==> config.mk <==
export PLATFORM = sky130hd
export DESIGN_NAME = seg_scan_scheduler
export DESIGN_NICKNAME = d
export VERILOG_FILES = /design/src/rtl/seg_scan_pkg.sv /design/src/rtl/seg_scan_timer.sv /design/src/rtl/seg_scan_scheduler.sv
export SDC_FILE = /design/constraint.sdc
export NUM_CORES = 1
export LEC_CHECK = 0
export CAP_MARGIN = 20
export CORE_MARGIN = 10
export CORE_UTILIZATION = 49
export CTS_CLUSTER_SIZE = 30
export DETAILED_ROUTE_END_ITERATION = 8
export GPL_TIMING_DRIVEN = 0
export PLACE_DENSITY_LB_ADDON = 0.3
export SETUP_SLACK_MARGIN = 0.5
export SLEW_MARGIN = 40
export SYNTH_ARGS = -nofsm -noshare
export SYNTH_HDL_FRONTEND = slang
export SYNTH_SLANG_ARGS = --single-unit
==> constraint.sdc <==
create_clock -name CLK -period 2.5 [get_ports CLK]
set_clock_uncertainty 0.1 [all_clocks]
set_input_delay 0.5 -clock CLK [delete_from_list [all_inputs] [get_ports CLK]]
set_output_delay 0.5 -clock CLK [all_outputs]
set_load 0.05 [all_outputs]
==> src/rtl/seg_scan_pkg.sv <==
// Shared types and constants for the seven-segment scan scheduler.
// Contents: scan state enum, blank segment/anode codes, per-slot anode select.
// All drive codes are active-low.
package seg_scan_pkg;

  typedef enum logic [1:0] {
    IDLE,
    BLANK,
    SHOW
  } state_t;

  localparam logic [7:0] SEG_OFF = 8'hFF;
  localparam logic [3:0] AN_OFF  = 4'hF;

  // Indexed by slot: slot 0 is the leftmost digit.
  localparam logic [3:0][3:0] AN_SEL = {4'b1110, 4'b1101, 4'b1011, 4'b0111};

endpackage

==> src/rtl/seg_scan_timer.sv <==
// Digit-slot timer: cnt counts 0..DIGIT_CYC-1 per slot, slot walks 0..3.
// Ports: clk/rst (sync, active-high), enable (0 = clear to IDLE);
//   idle, in_blank, boundary (slot 3, last cycle), show_start (first SHOW cycle), slot.
module seg_scan_timer
  import seg_scan_pkg::*;
#(
  parameter int DIGIT_CYC = 100000,
  parameter int BLANK_CYC = 1000
) (
  input  logic       clk,
  input  logic       rst,
  input  logic       enable,
  output logic       idle,
  output logic       in_blank,
  output logic       boundary,
  output logic       show_start,
  output logic [1:0] slot
);

  localparam int CW = $clog2(DIGIT_CYC);
  localparam logic [CW-1:0] CNT_LAST = CW'(DIGIT_CYC - 1);
  localparam logic [CW-1:0] CNT_SHOW = CW'(BLANK_CYC);

  state_t          state_q, state_d;
  logic [CW-1:0]   cnt_q, cnt_d;
  logic [1:0]      slot_q, slot_d;

  always_ff @(posedge clk) begin
    if (rst) begin
      state_q <= IDLE;
      cnt_q   <= '0;
      slot_q  <= '0;
    end else begin
      state_q <= state_d;
      cnt_q   <= cnt_d;
      slot_q  <= slot_d;
    end
  end

  always_comb begin
    state_d = state_q;
    cnt_d   = cnt_q;
    slot_d  = slot_q;
    if (!enable) begin
      state_d = IDLE;
      cnt_d   = '0;
      slot_d  = '0;
    end else if (state_q == IDLE) begin
      // Every (re)start begins a fresh scan at the leftmost digit.
      state_d = BLANK;
      cnt_d   = '0;
      slot_d  = '0;
    end else begin
      if (cnt_q == CNT_LAST) begin
        cnt_d  = '0;
        slot_d = slot_q + 2'd1;
      end else begin
        cnt_d = cnt_q + CW'(1);
      end
      // BLANK/SHOW is purely a function of where cnt lands in the slot.
      state_d = (cnt_d < CNT_SHOW) ? BLANK : SHOW;
    end
  end

  assign idle       = (state_q == IDLE);
  assign in_blank   = (state_q == BLANK);
  assign boundary   = (state_q != IDLE) && (slot_q == 2'd3) && (cnt_q == CNT_LAST);
  assign show_start = (state_q == SHOW) && (cnt_q == CNT_SHOW);
  assign slot       = slot_q;

endmodule

==> src/rtl/seg_scan_scheduler.sv <==
// Four-digit active-low seven-segment scanner with a two-source frame buffer.
// Ports: CLK/RST, enable, src0/src1 valid-frame-ready (src1 has priority),
//   seg/an/frame_start (registered, 1-cycle latency), owner of the last loaded frame.
module seg_scan_scheduler
  import seg_scan_pkg::*;
#(
  parameter int DIGIT_CYC = 100000,
  parameter int BLANK_CYC = 1000
) (
  input  logic        CLK,
  input  logic        RST,
  input  logic        enable,
  input  logic        src0_valid,
  input  logic [31:0] src0_frame,
  output logic        src0_ready,
  input  logic        src1_valid,
  input  logic [31:0] src1_frame,
  output logic        src1_ready,
  output logic [7:0]  seg,
  output logic [3:0]  an,
  output logic        frame_start,
  output logic        owner
);

  logic       idle;
  logic       in_blank;
  logic       boundary;
  logic       show_start;
  logic [1:0] slot;
  logic       load_win;
  logic       showing;

  // Byte 3 ([31:24]) belongs to slot 0, so the byte index is ~slot.
  logic [3:0][7:0] frame_buf;

  seg_scan_timer #(
    .DIGIT_CYC (DIGIT_CYC),
    .BLANK_CYC (BLANK_CYC)
  ) u_timer (
    .clk        (CLK),
    .rst        (RST),
    .enable     (enable),
    .idle       (idle),
    .in_blank   (in_blank),
    .boundary   (boundary),
    .show_start (show_start),
    .slot       (slot)
  );

  // Frames only land between full scans (or while dark) so a scan never tears.
  assign load_win   = !RST && (idle || boundary);
  assign src1_ready = load_win;
  assign src0_ready = load_win && !src1_valid;
  assign showing    = !idle && !in_blank;

  always_ff @(posedge CLK) begin
    if (RST) begin
      frame_buf   <= {4{SEG_OFF}};
      owner       <= 1'b0;
      seg         <= SEG_OFF;
      an          <= AN_OFF;
      frame_start <= 1'b0;
    end else begin
      if (src1_valid && src1_ready) begin
        frame_buf <= src1_frame;
        owner     <= 1'b1;
      end else if (src0_valid && src0_ready) begin
        frame_buf <= src0_frame;
        owner     <= 1'b0;
      end

      if (showing) begin
        an  <= AN_SEL[slot];
        seg <= frame_buf[~slot];
      end else begin
        an  <= AN_OFF;
        seg <= SEG_OFF;
      end

      frame_start <= show_start && (slot == 2'd0);
    end
  end

endmodule

==> results.cfg, run 1 <==
[worst_setup_path]
critPathKind = reg -> out
startpoint_type = flip-flop
worstPathMaxFanout = 7
end_kind = primary output
required_ns = 1.90
cp.arrival_ns = 2.03

[place]
port_buffers = 84
dp_slack_ns = -0.569
place.gp.congestion = 0.880
dp_hpwl_mm = 7.12
dpl.cell_count = 510
placed_area_mm2 = 0.00441

[logic_synthesis]
synth_commonest_cells = 81 x nand2_1, 67 x dfxtp_1, 30 x a221oi_2, 26 x nor2_1
synth_xor_area_share_pct = 3.87
ys_ff_latch = 67
synth_area_leaders = dfxtp_1 40%, a221oi_2 13%, nand2_1 9.0%, mux4_2 5.3%, nor2_1 2.9%
synth_edf_count = 0
ys_warn_count = 0
postSynthCellCount = 346
syn_avg_cell_area_um2 = 9.80
synth_top_area_share_pct = 39.6
synth_top_area_cell = dfxtp_1
synth-compound-area-share_pct = 18.8
yosys.area_share.simple_pct = 23.9
syn-num-nets = 422
synth_cell_types = 44
synth_area_mm2 = 0.00339
synth-main-ff-cell = dfxtp_1
async_reset_ff_share_pct = 0
synth_mux_area_share_pct = 5.31
synth_fa_ha_area_share_pct = 2.58
yosys.cell_count.top_type = nand2_1
synth_top_family_by_area = simple AND/OR/NAND/NOR gates
ys_seq_area_share_pct = 39.6

[cells_and_area]
antenna_cells = 0
fin_util_pct = 75.9
fillerInstances = 433
multi_input_area_mm2 = 0.00209
drive_gt1_share_pct = 32.7
final_design_area_no_fill_mm2 = 0.00513
area_delta_synth_final_pct = 51.3
seq_area_mm2 = 0.00135
finalNonFillerCells = 557
fin_nets = 548

[global_routing]
grt_first_pass_wirelength_mm = 16.7
grt_antenna_before_repair = 0
overflow = 0
grt_usage_pct = 20.5
grt_max_degree = 13
grt_pass1_vias = 3340

[detailed_routing]
wl_met1_mm = 4.40
met2WireLength_mm = 5.52
drt-initial-drc-count = 241
wl_met3_um = 916
routed_via_density = 5.79
drc = 0
highest_layer = met4
dr.pass1.iters = 5
postRouteAntennaNets = 0
num_vias = 3223
routed_wl_mm = 11.1
wire_per_inst_um = 20.0

[clock_network]
clk_latency_ns = 0.36
cts_tree = yes
clockBufferDepth = 2
numCtsBuffers = 9
clock-sinks = 67
htreeDepth = 3
postCtsHoldBufs = 0
clk_pin_slew_worst_paths_ns = 0.08
root_buffer = clkbuf_8

[power_and_ir_drop]
peakVddDrop_mv = 0.325
p_leak_nw = 1.88
p_per_area_mw_per_mm2 = 478
total_power_mw = 2.45

[floorplan]
initial_utilization_pct = 50.2
io_pins = 85
die_h_um = 103
core_mm2 = 0.00676
fp.dieArea_mm2 = 0.0106
fp-row-count = 30
die-width_um = 103

[worst_hold_path]
hold_path.class = reg -> reg

[status]
violations = setup timing
status = finished with violations

[timing]
slew_violations = 0
grt_setup_unrepaired = yes
finalSetupTns_ns = -0.254
setup-violations-final = 4
timing.hold.ws_ns = 0.389
hold_viol_final = 0
tightestPinTransition_ns = 0.717
fmax_mhz = 380
fin_crit_ns = 2.63
finalCritPeriodShare_pct = 105
setup_ws_ns = -0.129
worst_slew_margin_rel_pct = 51.9

[flow_run]
drv_cap = 0
-- layout by cell type (no fill, tap or decap), types with 9 or more instances in the layout --
cell and instances:
buf_4 24, nand2_1 81, nor2_4 11, dfxtp_1 64
clkbuf_8 9, a221oi_2 34, buf_6 17, nor2_1 13
dlygate4sd2_1 14, clkdlybuf4s50_1 68, nand3_1 10
-- area by class of cell --
class	instances	share of cell area [%]
Clock buffer	10	2.49
Inverter	7	0.585
Buffer	27	4.93
Tap cell	80	1.95
Clock inverter	6	1.24
Multi-Input combinational cell	245	40.8
Timing Repair Buffer	115	21.7
Sequential cell	67	26.3
-- layer usage --
layer	GRT usage, %	up-vias
met5	0	-
met4	8.24	0
met3	6.11	27
met2	34.1	171
met1	24.0	1528
li1	-	1497
-- critical path, stage by stage (launching register included) --
cell and delay, ns:
dfxtp_1 0.56, nand4b_4 0.19, nor4b_4 0.34, a41oi_4 0.23, nor3_4 0.17, buf_6 0.18
-- final timing paths --
path              endpoint  slack, ns  cells after the start        startpoint
max reg2reg  frame_buf[27]      -0.02                     10  u_timer.cnt_q[7]
min reg2reg  frame_buf[26]       0.39                      2     frame_buf[26]
max             src0_ready      -0.13                      5  u_timer.cnt_q[7]
min          frame_buf[26]       0.39                      2     frame_buf[26]
-- power by group --
part,leakage [nW],internal (mW),switching [mW]
Combinational,1.23,0.221,0.152
Clock,0.101,0.463,0.457
Sequential,0.553,1.12,0.0417
Total,1.88,1.80,0.650
-- registers in the layout, indices dropped and copies added (netlist names) --
| name | cells |
|---|---|
| an | 4 |
| frame_buf | 32 |
| frame_start | 1 |
| owner | 1 |
| seg | 8 |
| u_timer.cnt_q | 17 |
| u_timer.slot | 2 |
| u_timer.state_q | 2 |
-- kinds of logic after synthesis --
family / count (synthesis)
xor+xnor: 15
compound gates: 53
flops: 67
mux: 8
fa+ha+maj: 7
simple gates: 162
buf+inv: 34
-- repair_timing --
| action | CTS | global route |
|---|---|---|
| resized for setup | 81 | 25 |
| pin swaps | 22 | 6 |
| endpoints found under the setup margin | 65 | 55 |
| buffers inserted | 21 | 9 |
| cloned | 1 | 0 |
(Power assumes the default switching activity.)
==> inputs of run 2 (changes only) <==
--- a/config.mk
+++ b/config.mk
@@ -12,6 +12,7 @@
 export DETAILED_ROUTE_END_ITERATION = 8
 export GPL_TIMING_DRIVEN = 0
 export PLACE_DENSITY_LB_ADDON = 0.3
+export REMOVE_ABC_BUFFERS = 1
 export SETUP_SLACK_MARGIN = 0.5
 export SLEW_MARGIN = 40
 export SYNTH_ARGS = -nofsm -noshare
==> results.cfg, run 2 (synthesized netlist as in run 1, its figures left out) <==
[cells_and_area]
top_regs = frame_buf x32, u_timer.cnt_q x17, seg x8
drive_gt1_share_pct = 28.7
layout_commonest_cell = nand2_1
top_register = frame_buf
antenna_cells = 0
fin_util_pct = 73.4
fillerInstances = 463
largest_reg_flops = 32
seq_area_mm2 = 0.00136
area_delta_synth_final_pct = 46.2
multi_input_area_mm2 = 0.00202
fin_nets = 528
mostFrequentLayoutCells = 81 x nand2_1, 67 x clkdlybuf4s50_1, 58 x dfxtp_1, 31 x a221oi_2, 24 x nor2_1

[clock_network]
cts_tree = yes
clk_pin_slew_worst_paths_ns = 0.07
root_buffer = clkbuf_8
clk_latency_ns = 0.35
htreeDepth = 3
clockBufferDepth = 2
clock-sinks = 67
numCtsBuffers = 9

[floorplan]
fp-row-count = 30
initial_utilization_pct = 50.2
core_mm2 = 0.00676
die-width_um = 103
die_h_um = 103
io_pins = 85
fp.dieArea_mm2 = 0.0106

[worst_hold_path]
hold_depth = 2
hold_start = frame_buf[11]
worstHoldEndpoint = frame_buf[11]
hold_path.class = reg -> reg

[timing]
setup_ws_ns = 0.0700
fmax_mhz = 412
hold_viol_final = 0
finalCritPeriodShare_pct = 97.2
setup-violations-final = 0
fin_crit_ns = 2.43
tightestPinTransition_ns = 0.684
slew_violations = 0
worst_slew_margin_rel_pct = 54.2
grt_setup_unrepaired = yes
timing.hold.ws_ns = 0.376

[worst_setup_path]
worstPathMaxFanout = 3
rrSetupSlack_ns = 0.13
worst_path_max_delay_cell = dfxtp_4
startpoint_type = flip-flop
crit_path_max_incr_delay_ns = 0.36
path_cells = ha_4 -> nand4b_4 -> nor4b_4 -> a41oi_4 -> nor2_2 -> buf_6
critPathKind = reg -> out
reg2reg_from = u_timer.cnt_q[1]
rr_worst_depth = 10
cp.arrival_ns = 1.83
end_kind = primary output
r2r-end = frame_buf[12]
required_ns = 1.90
critical_path.startpoint = u_timer.cnt_q[1]

[place]
port_buffers = 84
dp_slack_ns = -0.672
place.gp.congestion = 0.882
dp_hpwl_mm = 6.47

[global_routing]
grt_first_pass_wirelength_mm = 14.9
grt_antenna_before_repair = 0
grt_max_degree = 21
overflow = 0
grt_pass1_vias = 3105
grt_usage_pct = 18.1

[power_and_ir_drop]
p_leak_nw = 1.79
p_per_area_mw_per_mm2 = 495
peakVddDrop_mv = 0.348

[detailed_routing]
routed_via_density = 5.66
num_vias = 3037
routed_wl_mm = 9.84
drc = 0
postRouteAntennaNets = 0
drt-initial-drc-count = 108
dr.pass1.iters = 5
wire_per_inst_um = 18.3

[status]
status = complete, no violations

[flow_run]
drv_cap = 0
## run 2: metrics by stage
stage,std cells,power (mW),area [um^2],setup TNS [ns]
after floorplan,319,1.31,3220,-12.37
after global placement,483,1.48,4160,-97.63
after detailed placement,491,1.51,4290,-8.53
after CTS,531,2.44,4830,0
after global routing,537,2.53,4960,-0.00829
final,537,2.45,4960,0
## run 2: repair_timing
item	CTS	global route
gates cloned	1	1
hold buffers	0	0
pin swaps	56	16
setup endpoints to repair	65	51
buffers inserted	23	5
resized for setup	58	16
## run 2: per-layer routing
metal | vias to the layer above | routed length [um] | part of all wire (%) | track usage (%)
met2 | 104 | 4900 | 50 | 30.3
met1 | 1454 | 4060 | 41 | 20.6
met5 | - | 0 | 0 | 0
li1 | 1457 | - | - | -
met4 | 0 | 264 | 2.7 | 8.66
met3 | 22 | 619 | 6.3 | 5.45
## run 2: worst max path at each step
stage | endpoint | slack, ns
after floorplan | src0_ready | -0.55
after CTS | src0_ready | 0.05
final | src1_ready | 0.07
after global placement | frame_buf[0] | -1.90
after global routing | src1_ready | -0.008
after detailed placement | src0_ready | -0.67
## run 2: critical path, delay by kind of cell, from the launching register on
| family | cells | cell delay, ns |
|---|---|---|
| simple gates | 3 | 0.61 |
| flops | 1 | 0.36 |
| compound gates | 1 | 0.18 |
| buf+inv | 1 | 0.17 |
| fa+ha+maj | 1 | 0.16 |
## run 2: power by group
part | switching (mW) | total, mW | internal [mW]
clock network | 0.419 | 0.902 | 0.483
logic | 0.153 | 0.398 | 0.244
registers | 0.0365 | 1.15 | 1.12
total | 0.609 | 2.45 | 1.84
## run 2: area by class of cell
cell class,count,area share (%)
inverter,7,0.530
clock inverter,5,1.06
clock buffer,11,2.85
timing repair buffer,121,25.3
sequential,67,27.4
tap,80,2.02
multi-input combinational,246,40.8
